[src/rtl/adv7513_config_sequencer.sv]
// adv7513_config_sequencer
// Brings up the HDMI transmitter by writing a fixed register table over a
// byte-level I2C master, retrying NACKed writes, then watches hot-plug detect
// (reg 0x42 bit 6) and rewrites the whole table after the sink is re-plugged.

module adv7513_config_sequencer #(
    parameter logic [6:0]  DEV_ADDR    = 7'h39,
    parameter int unsigned MAX_RETRIES = 3,
    parameter int unsigned POLL_CYCLES = 40000
) (
    input  logic       clock,
    input  logic       reset_n,
    input  logic       start,
    output logic       cmd_valid,
    input  logic       cmd_ready,
    output logic       cmd_rw,
    output logic [6:0] cmd_dev,
    output logic [7:0] cmd_reg,
    output logic [7:0] cmd_wdata,
    input  logic       rsp_valid,
    input  logic       rsp_nack,
    input  logic [7:0] rsp_rdata,
    output logic       busy,
    output logic       config_done,
    output logic       error,
    output logic [3:0] entry_idx
);

    localparam int unsigned N_ENTRIES = 11;
    localparam logic [3:0]  LAST_IDX  = 4'(N_ENTRIES - 1);
    localparam int          TIMER_W   = (POLL_CYCLES < 2) ? 1 : $clog2(POLL_CYCLES);
    localparam int          RETRY_W   = (MAX_RETRIES < 1) ? 1 : $clog2(MAX_RETRIES + 1);
    localparam logic [TIMER_W-1:0] POLL_LAST = TIMER_W'(POLL_CYCLES - 1);
    localparam logic [RETRY_W-1:0] RETRY_MAX = RETRY_W'(MAX_RETRIES);
    localparam logic [7:0]  HPD_REG   = 8'h42;
    localparam int          HPD_BIT   = 6;

    typedef enum logic [2:0] {
        IDLE,
        ISSUE,
        WAIT_RSP,
        DONE,
        POLL_ISSUE,
        POLL_WAIT,
        WAIT_HPD,
        ERROR
    } state_t;

    // Register table: {sub-address, data} per entry, written in index order.
    function automatic logic [15:0] table_entry(input logic [3:0] idx);
        case (idx)
            4'd0:    table_entry = 16'h41_10;
            4'd1:    table_entry = 16'h98_03;
            4'd2:    table_entry = 16'h9A_E0;
            4'd3:    table_entry = 16'h9C_30;
            4'd4:    table_entry = 16'h9D_61;
            4'd5:    table_entry = 16'hA2_A4;
            4'd6:    table_entry = 16'hA3_A4;
            4'd7:    table_entry = 16'hE0_D0;
            4'd8:    table_entry = 16'hF9_00;
            4'd9:    table_entry = 16'h15_00;
            4'd10:   table_entry = 16'h16_30;
            default: table_entry = 16'h00_00;
        endcase
    endfunction

    state_t               state;
    logic [RETRY_W-1:0]   retry_cnt;
    logic [TIMER_W-1:0]   poll_timer;
    logic                 poll_from_done;

    logic [3:0]  next_idx;
    logic [15:0] tbl_next;
    logic [15:0] tbl_first;
    logic        unused_rdata;

    assign next_idx     = entry_idx + 4'd1;
    assign tbl_next     = table_entry(next_idx);
    assign tbl_first    = table_entry(4'd0);
    assign unused_rdata = ^{rsp_rdata[7], rsp_rdata[5:0]};

    // Sequencer FSM: all outputs are registered and change only on state transitions.
    // NOTE: sequential state uses non-blocking assignments so every register samples pre-edge values.
    always_ff @(posedge clock or negedge reset_n) begin
        if (!reset_n) begin
            state          <= IDLE;
            retry_cnt      <= '0;
            poll_timer     <= '0;
            poll_from_done <= 1'b0;
            cmd_valid      <= 1'b0;
            cmd_rw         <= 1'b0;
            cmd_dev        <= '0;
            cmd_reg        <= '0;
            cmd_wdata      <= '0;
            busy           <= 1'b0;
            config_done    <= 1'b0;
            error          <= 1'b0;
            entry_idx      <= '0;
        end else begin
            case (state)
                IDLE, ERROR: begin
                    if (start) begin
                        state       <= ISSUE;
                        entry_idx   <= '0;
                        retry_cnt   <= '0;
                        error       <= 1'b0;
                        busy        <= 1'b1;
                        config_done <= 1'b0;
                        cmd_valid   <= 1'b1;
                        cmd_rw      <= 1'b0;
                        cmd_dev     <= DEV_ADDR;
                        cmd_reg     <= tbl_first[15:8];
                        cmd_wdata   <= tbl_first[7:0];
                    end
                end

                ISSUE: begin
                    if (cmd_ready) begin
                        cmd_valid <= 1'b0;
                        state     <= WAIT_RSP;
                    end
                end

                WAIT_RSP: begin
                    if (rsp_valid) begin
                        if (!rsp_nack) begin
                            retry_cnt <= '0;
                            entry_idx <= next_idx;
                            if (entry_idx == LAST_IDX) begin
                                state       <= DONE;
                                busy        <= 1'b0;
                                config_done <= 1'b1;
                                poll_timer  <= '0;
                            end else begin
                                state     <= ISSUE;
                                cmd_valid <= 1'b1;
                                cmd_reg   <= tbl_next[15:8];
                                cmd_wdata <= tbl_next[7:0];
                            end
                        end else if (retry_cnt < RETRY_MAX) begin
                            // Same entry again: command fields are still loaded.
                            retry_cnt <= retry_cnt + 1'b1;
                            state     <= ISSUE;
                            cmd_valid <= 1'b1;
                        end else begin
                            state <= ERROR;
                            error <= 1'b1;
                            busy  <= 1'b0;
                        end
                    end
                end

                DONE, WAIT_HPD: begin
                    if (poll_timer == POLL_LAST) begin
                        poll_timer     <= '0;
                        poll_from_done <= (state == DONE);
                        state          <= POLL_ISSUE;
                        cmd_valid      <= 1'b1;
                        cmd_rw         <= 1'b1;
                        cmd_dev        <= DEV_ADDR;
                        cmd_reg        <= HPD_REG;
                        cmd_wdata      <= 8'h00;
                    end else begin
                        poll_timer <= poll_timer + 1'b1;
                    end
                end

                POLL_ISSUE: begin
                    if (cmd_ready) begin
                        cmd_valid <= 1'b0;
                        state     <= POLL_WAIT;
                    end
                end

                POLL_WAIT: begin
                    if (rsp_valid) begin
                        if (rsp_nack) begin
                            // A failed poll is not an error; just try again next period.
                            state <= poll_from_done ? DONE : WAIT_HPD;
                        end else if (!rsp_rdata[HPD_BIT]) begin
                            state       <= WAIT_HPD;
                            config_done <= 1'b0;
                        end else if (poll_from_done) begin
                            state <= DONE;
                        end else begin
                            // Re-plug: the transmitter lost its settings, rewrite everything.
                            state     <= ISSUE;
                            entry_idx <= '0;
                            retry_cnt <= '0;
                            busy      <= 1'b1;
                            cmd_valid <= 1'b1;
                            cmd_rw    <= 1'b0;
                            cmd_dev   <= DEV_ADDR;
                            cmd_reg   <= tbl_first[15:8];
                            cmd_wdata <= tbl_first[7:0];
                        end
                    end
                end

                default: state <= IDLE;
            endcase
        end
    end

endmodule

[config.mk]
export PLATFORM = sky130hd
export DESIGN_NAME = adv7513_config_sequencer
export DESIGN_NICKNAME = d
export VERILOG_FILES = /design/src/rtl/adv7513_config_sequencer.sv
export SDC_FILE = /design/constraint.sdc
export NUM_CORES = 1
export LEC_CHECK = 0
export ABC_AREA = 1
export BUFFER_PORTS_ARGS = -buffer_cell sky130_fd_sc_hd__buf_2
export CAP_MARGIN = 25
export CORE_MARGIN = 2
export CORE_UTILIZATION = 40
export CTS_CLUSTER_DIAMETER = 60
export CTS_CLUSTER_SIZE = 10
export DETAILED_ROUTE_END_ITERATION = 7
export PLACE_DENSITY = 0.67
export RECOVER_POWER = 25
export SLEW_MARGIN = 20
export SYNTH_ARGS = -nofsm -noshare
export SYNTH_HDL_FRONTEND = slang
export SYNTH_SLANG_ARGS = --single-unit
[constraint.sdc]
create_clock -name clock -period 5.3 [get_ports clock]
set_clock_uncertainty 0.2 [all_clocks]
set_input_delay 1.325 -clock clock [delete_from_list [all_inputs] [get_ports clock]]
set_output_delay 1.325 -clock clock [all_outputs]
set_load 0.05 [all_outputs]
* After elaboration in Yosys (flattened, before gate mapping)
Memories as Yosys holds them, arrays and structs flattened. Index checks and enable logic that the tools add are counted.
Word-level totals: bits in registers 54, bits in read-only memories 240, output and inout port bits 32, memories kept 1
Cells by class: $add $sub $neg 3, order comparisons 1, equality and inequality tests 29, multiplexer cells 97, reduce and logical (&&, ||, !) cells 20
Memories:
- (no name shown) | depth 16, bits a word 15, rd ports 1, clocked after Yosys merged registers in 0, wr ports 0, line 51 | case (idx)
Operator list (number):
- $mux 8 | 18
- $mux 16 | 4
- $pmux 8 s4 | 2
- $mux 7 | 6
- $mux 3 | 11
- $pmux 16 s2 | 1
- $ne 2x2->1 const B | 15
- $mux 1 | 29
- $mux 4 | 7
- $reduce_and 8->1 | 3
- $pmux 7 s3 | 1
- $mux 2 | 10
- $reduce_and 10->1 | 2
- $pmux 3 s6 | 1
- $add 16x1->16 const B | 1
- $eq 16x16->1 const B | 1
- $eq 3x3->1 const B | 4
- $ne 3x3->1 const B | 4
- $pmux 4 s3 | 1
- $pmux 1 s3 | 3
- $reduce_and 9->1 | 1
- $reduce_and 7->1 | 1
- $eq 3x2->1 const B | 2
- $pmux 2 s3 | 1
- 17 further kinds | 21

* Depth between registers and ports, before layout
An unclocked memory read counts as a cell.
word-level depth 6, depth in mapped cells 11, gate-level depth less buffers 11

* Least setup slack after synthesis
OpenSTA, ideal clock, no wires.
path type input to register, from in rsp_valid, to reg cmd_reg[0], library setup time 0.119 ns, data arrival time 2.227 ns, required time 4.981 ns, path slack 2.754 ns, stages 8, buffers on the path 1, cell sequence inv_1 -> nand4_1 -> nand2_4 -> nor3_4 -> nand2_4 -> buf_6 -> nand2_1 -> nand2_1
On the way: cells in the longest elaborated chain, start to end 2, elaborated cells on any way between the ends 3, those cells by class eq/ne (2); reduce/logical (1)
RTL lines:
- start: declaration | line 20 | input logic rsp_valid,
- $ne 2x2->1 (no source line)
- $reduce_and 10->1 (no source line) *
- end signal: assignment | line 112 | cmd_reg <= tbl_first[15:8];
- end signal: assignment | line 137 | cmd_reg <= tbl_next[15:8];
- end signal: assignment | line 194 | cmd_reg <= tbl_first[15:8];
- end: declaration | line 18 | output logic [7:0] cmd_reg,
Mark *: on every way between the ends. The rest lies on a longest branch, timed or not. A chain may end at the register's enable or synchronous reset.

==> results.cfg <==
[worst_setup_path]
path_buf_inv = 2
reg2reg_slack_ns = 2.78
crit_type = in -> async
cpMaxStageDelayCell = clkbuf_1
cp-start-kind = primary input
cp_max_fo = 28
cp-end-kind = asynchronous set/reset pin
arrival_ns = 3.31
path_cells = clkbuf_1 -> clkbuf_1
cpPeakStageDelay_ns = 1.20
cp_common_cell = clkbuf_1
crit_required_ns = 5.25
crit_family = buffers and inverters

[route]
vias = 2902
ant_nets = 0
first_pass_iters = 4
drc = 0
wl_per_cell_microns = 12.7
drtIter0Drc = 140
routed_wl_microns = 7340
via_per_inst = 5.03

[clock_tree]
h-tree-depth = 2
postCtsSetupRepairBufs = 0
clk_latency_ns = 0.31
cts_resized = 0
ctsRootBufferMaster = clkbuf_8
clkSinkCount = 47
numCtsBuffers = 5
cts_tree = yes
clk_pin_slew_ns = 0.10
cts_hold_buf = 0
clk_path_buf_depth = 2

[cells_and_area]
instances_no_fill = 577
area_delta_synth_final_pct = 9.83
largest_register_ffs = 16
diodes = 0
drive_gt1_share_pct = 15.2
fillers = 806
nets = 498

[grt]
grt_use_total_pct = 18.2
busiest_layer = met2
grt.overflow.total = 0
grt_max_degree = 29
grt_pass1_vias = 2815
grt_use_met1_pct = 24.9
antenna_found_initial = 0
globalRouteMet2Util_pct = 29.6
grt_use_met3_pct = 2.85
grt_pass1_wl_microns = 12800

[power]
power.density_mw_per_mm2 = 531
pwr-share-clk_pct = 17.6
netSwitchingFraction_pct = 50.5
p_int_uw = 912
power_mw = 1.84
comb_power_share_pct = 50.9
power_frac_seq_pct = 31.6
p_leak_nw = 1.82
peakVddDrop_v = 0.000197
netSwitchingPower_uw = 930

[synth]
ys_seq_area_share_pct = 37.2
syn_avg_cell_area_sq_um = 7.05
synthCells = 448
synthDistinctLibCells = 32
ys_seq_elements = 47
synth_warnings = 0
synth_area_sq_mm = 0.00316

[timing]
worstMarginPinSlew_ns = 1.56
finalMaxSlewViolations = 29
setup_viol = 0
relSlewSlack_pct = -4.21
min_period_ns = 3.36
rsz0062_at_grt = false
final.setup.tns_ns = 0
hold_viol = 0
fmaxAchievable_mhz = 297
finalWorstSetupSlack_ns = 1.94
finalCritPeriodShare_pct = 63.4

[die]
rows = 32
core-area_sq_mm = 0.00769
start_util_pct = 41.1
die_h_microns = 92.9
die_x_microns = 92.9
io_pins = 46
die_area_sq_mm = 0.00862

[placement]
finalWeightedCongestion = 0.918
io_buffers = 34
pre_cts_ws_ns = 2.26
place_inst = 569
hpwl_microns = 5610

[status]
status = finished with violations
violations = capacitance limit, slew limit

[min_path]
min_path_type = reg -> reg

[run]
max_cap_violations = 1
[cells in the mapped netlist (all sizes together)]
master	instances	area share, %
o21bai	2	0.48
o31ai	1	0.24
nor2	46	5.7
buf	18	4.2
ha	10	4.0
nor3	4	0.99
conb	1	0.12
o21ai	39	6.3
or2	4	0.79
xor2	6	1.7
o22ai	1	0.20
inv	43	5.1
nand3b	1	0.24
dfrtp	47	37
nand3	52	8.8
a211oi	1	0.24
clkbuf	1	0.12
nand4	12	2.4
nand2	150	19
a21oi	9	1.8
[layout make-up]
cell class,count,area [sq um],area share (%)
Timing Repair Buffer,35,173,4.98
Tap cell,102,128,3.68
Clock inverter,3,67.6,1.95
Sequential cell,47,1180,33.9
Inverter,43,161,4.65
Multi-Input combinational cell,342,1690,48.8
Clock buffer,5,68.8,1.98
[logic make-up (layout without fill, tap and decap cells)]
group / after synthesis / after routing / synth area share, %
flops: 47 / 47 / 37.2
simple gates: 269 / 269 / 38.3
fa+ha+maj: 10 / 10 / 3.96
xor+xnor: 6 / 6 / 1.66
buf+inv: 62 / 86 / 9.47
compound gates: 53 / 53 / 9.23
other cells: 1 / 4 / 0.119
[power by group through the flow]
stage / Combinational [mW] / Clock (mW) / Sequential [mW]
detailed placement: 0.943 / 0 / 0.588
global route: 1.06 / 0.338 / 0.601
finish: 0.937 / 0.323 / 0.581
floorplan: 0.651 / 0 / 0.709
global placement: 0.929 / 0 / 0.584
CTS: 0.947 / 0.331 / 0.581
[worst min-delay path, cell delays in order, from the launching register on]
cell,delay (ns)
dfrtp_1,0.35
nand2_1,0.05
nand2_1,0.05
[per-stage QoR]
| stage | hold WS (ns) | cell area [sq um] | util, % |
|---|---|---|---|
| after detailed placement | 0.253 | 3350 | 43.6 |
| final | 0.273 | 3470 | 45.1 |
| after global routing | 0.307 | 3470 | 45.1 |
| after CTS | 0.277 | 3490 | 45.3 |
| after global placement | 0.251 | 3330 | 43.3 |
| after floorplan | 0.257 | 3170 | - |
[metal layers]
layer  vias up  part of all wire, %
li1       1485                    -
met1      1370                   49
met2        40                   47
met3         7                  2.6
met4         0                 0.79
met5         -                    0
[cells in the final DEF, fill, tap and decap left out, drive strengths merged, types with 4 or more instances in the layout]
cell type  synthesis  final
xor2               6      6
ha                10     10
or2                4      4
a21oi              9      9
inv               43     43
nor2              46     46
buf               18     33
nand4             12     12
nand3             52     52
dfrtp             47     47
nor3               4      4
nand2            150    150
conb               1      4
clkbuf             1      7
o21ai             39     39
[path summary, 6_finish.rpt]
path / endpoint / depth (start not counted) / startpoint
worst max-delay path: cmd_reg[3] / 2 / reset_n
worst min-delay path: cmd_wdata[6] / 2 / cmd_wdata[6]
worst max register to register: poll_timer[11] / 7 / state[2]
worst min register to register: cmd_wdata[6] / 2 / cmd_wdata[6]
max in group clock: entry_idx[0] / 1 / entry_idx[0]
min in group asynchronous: retry_cnt[0] / 1 / reset_n
Note: power is estimated with default switching activity, not from simulation.
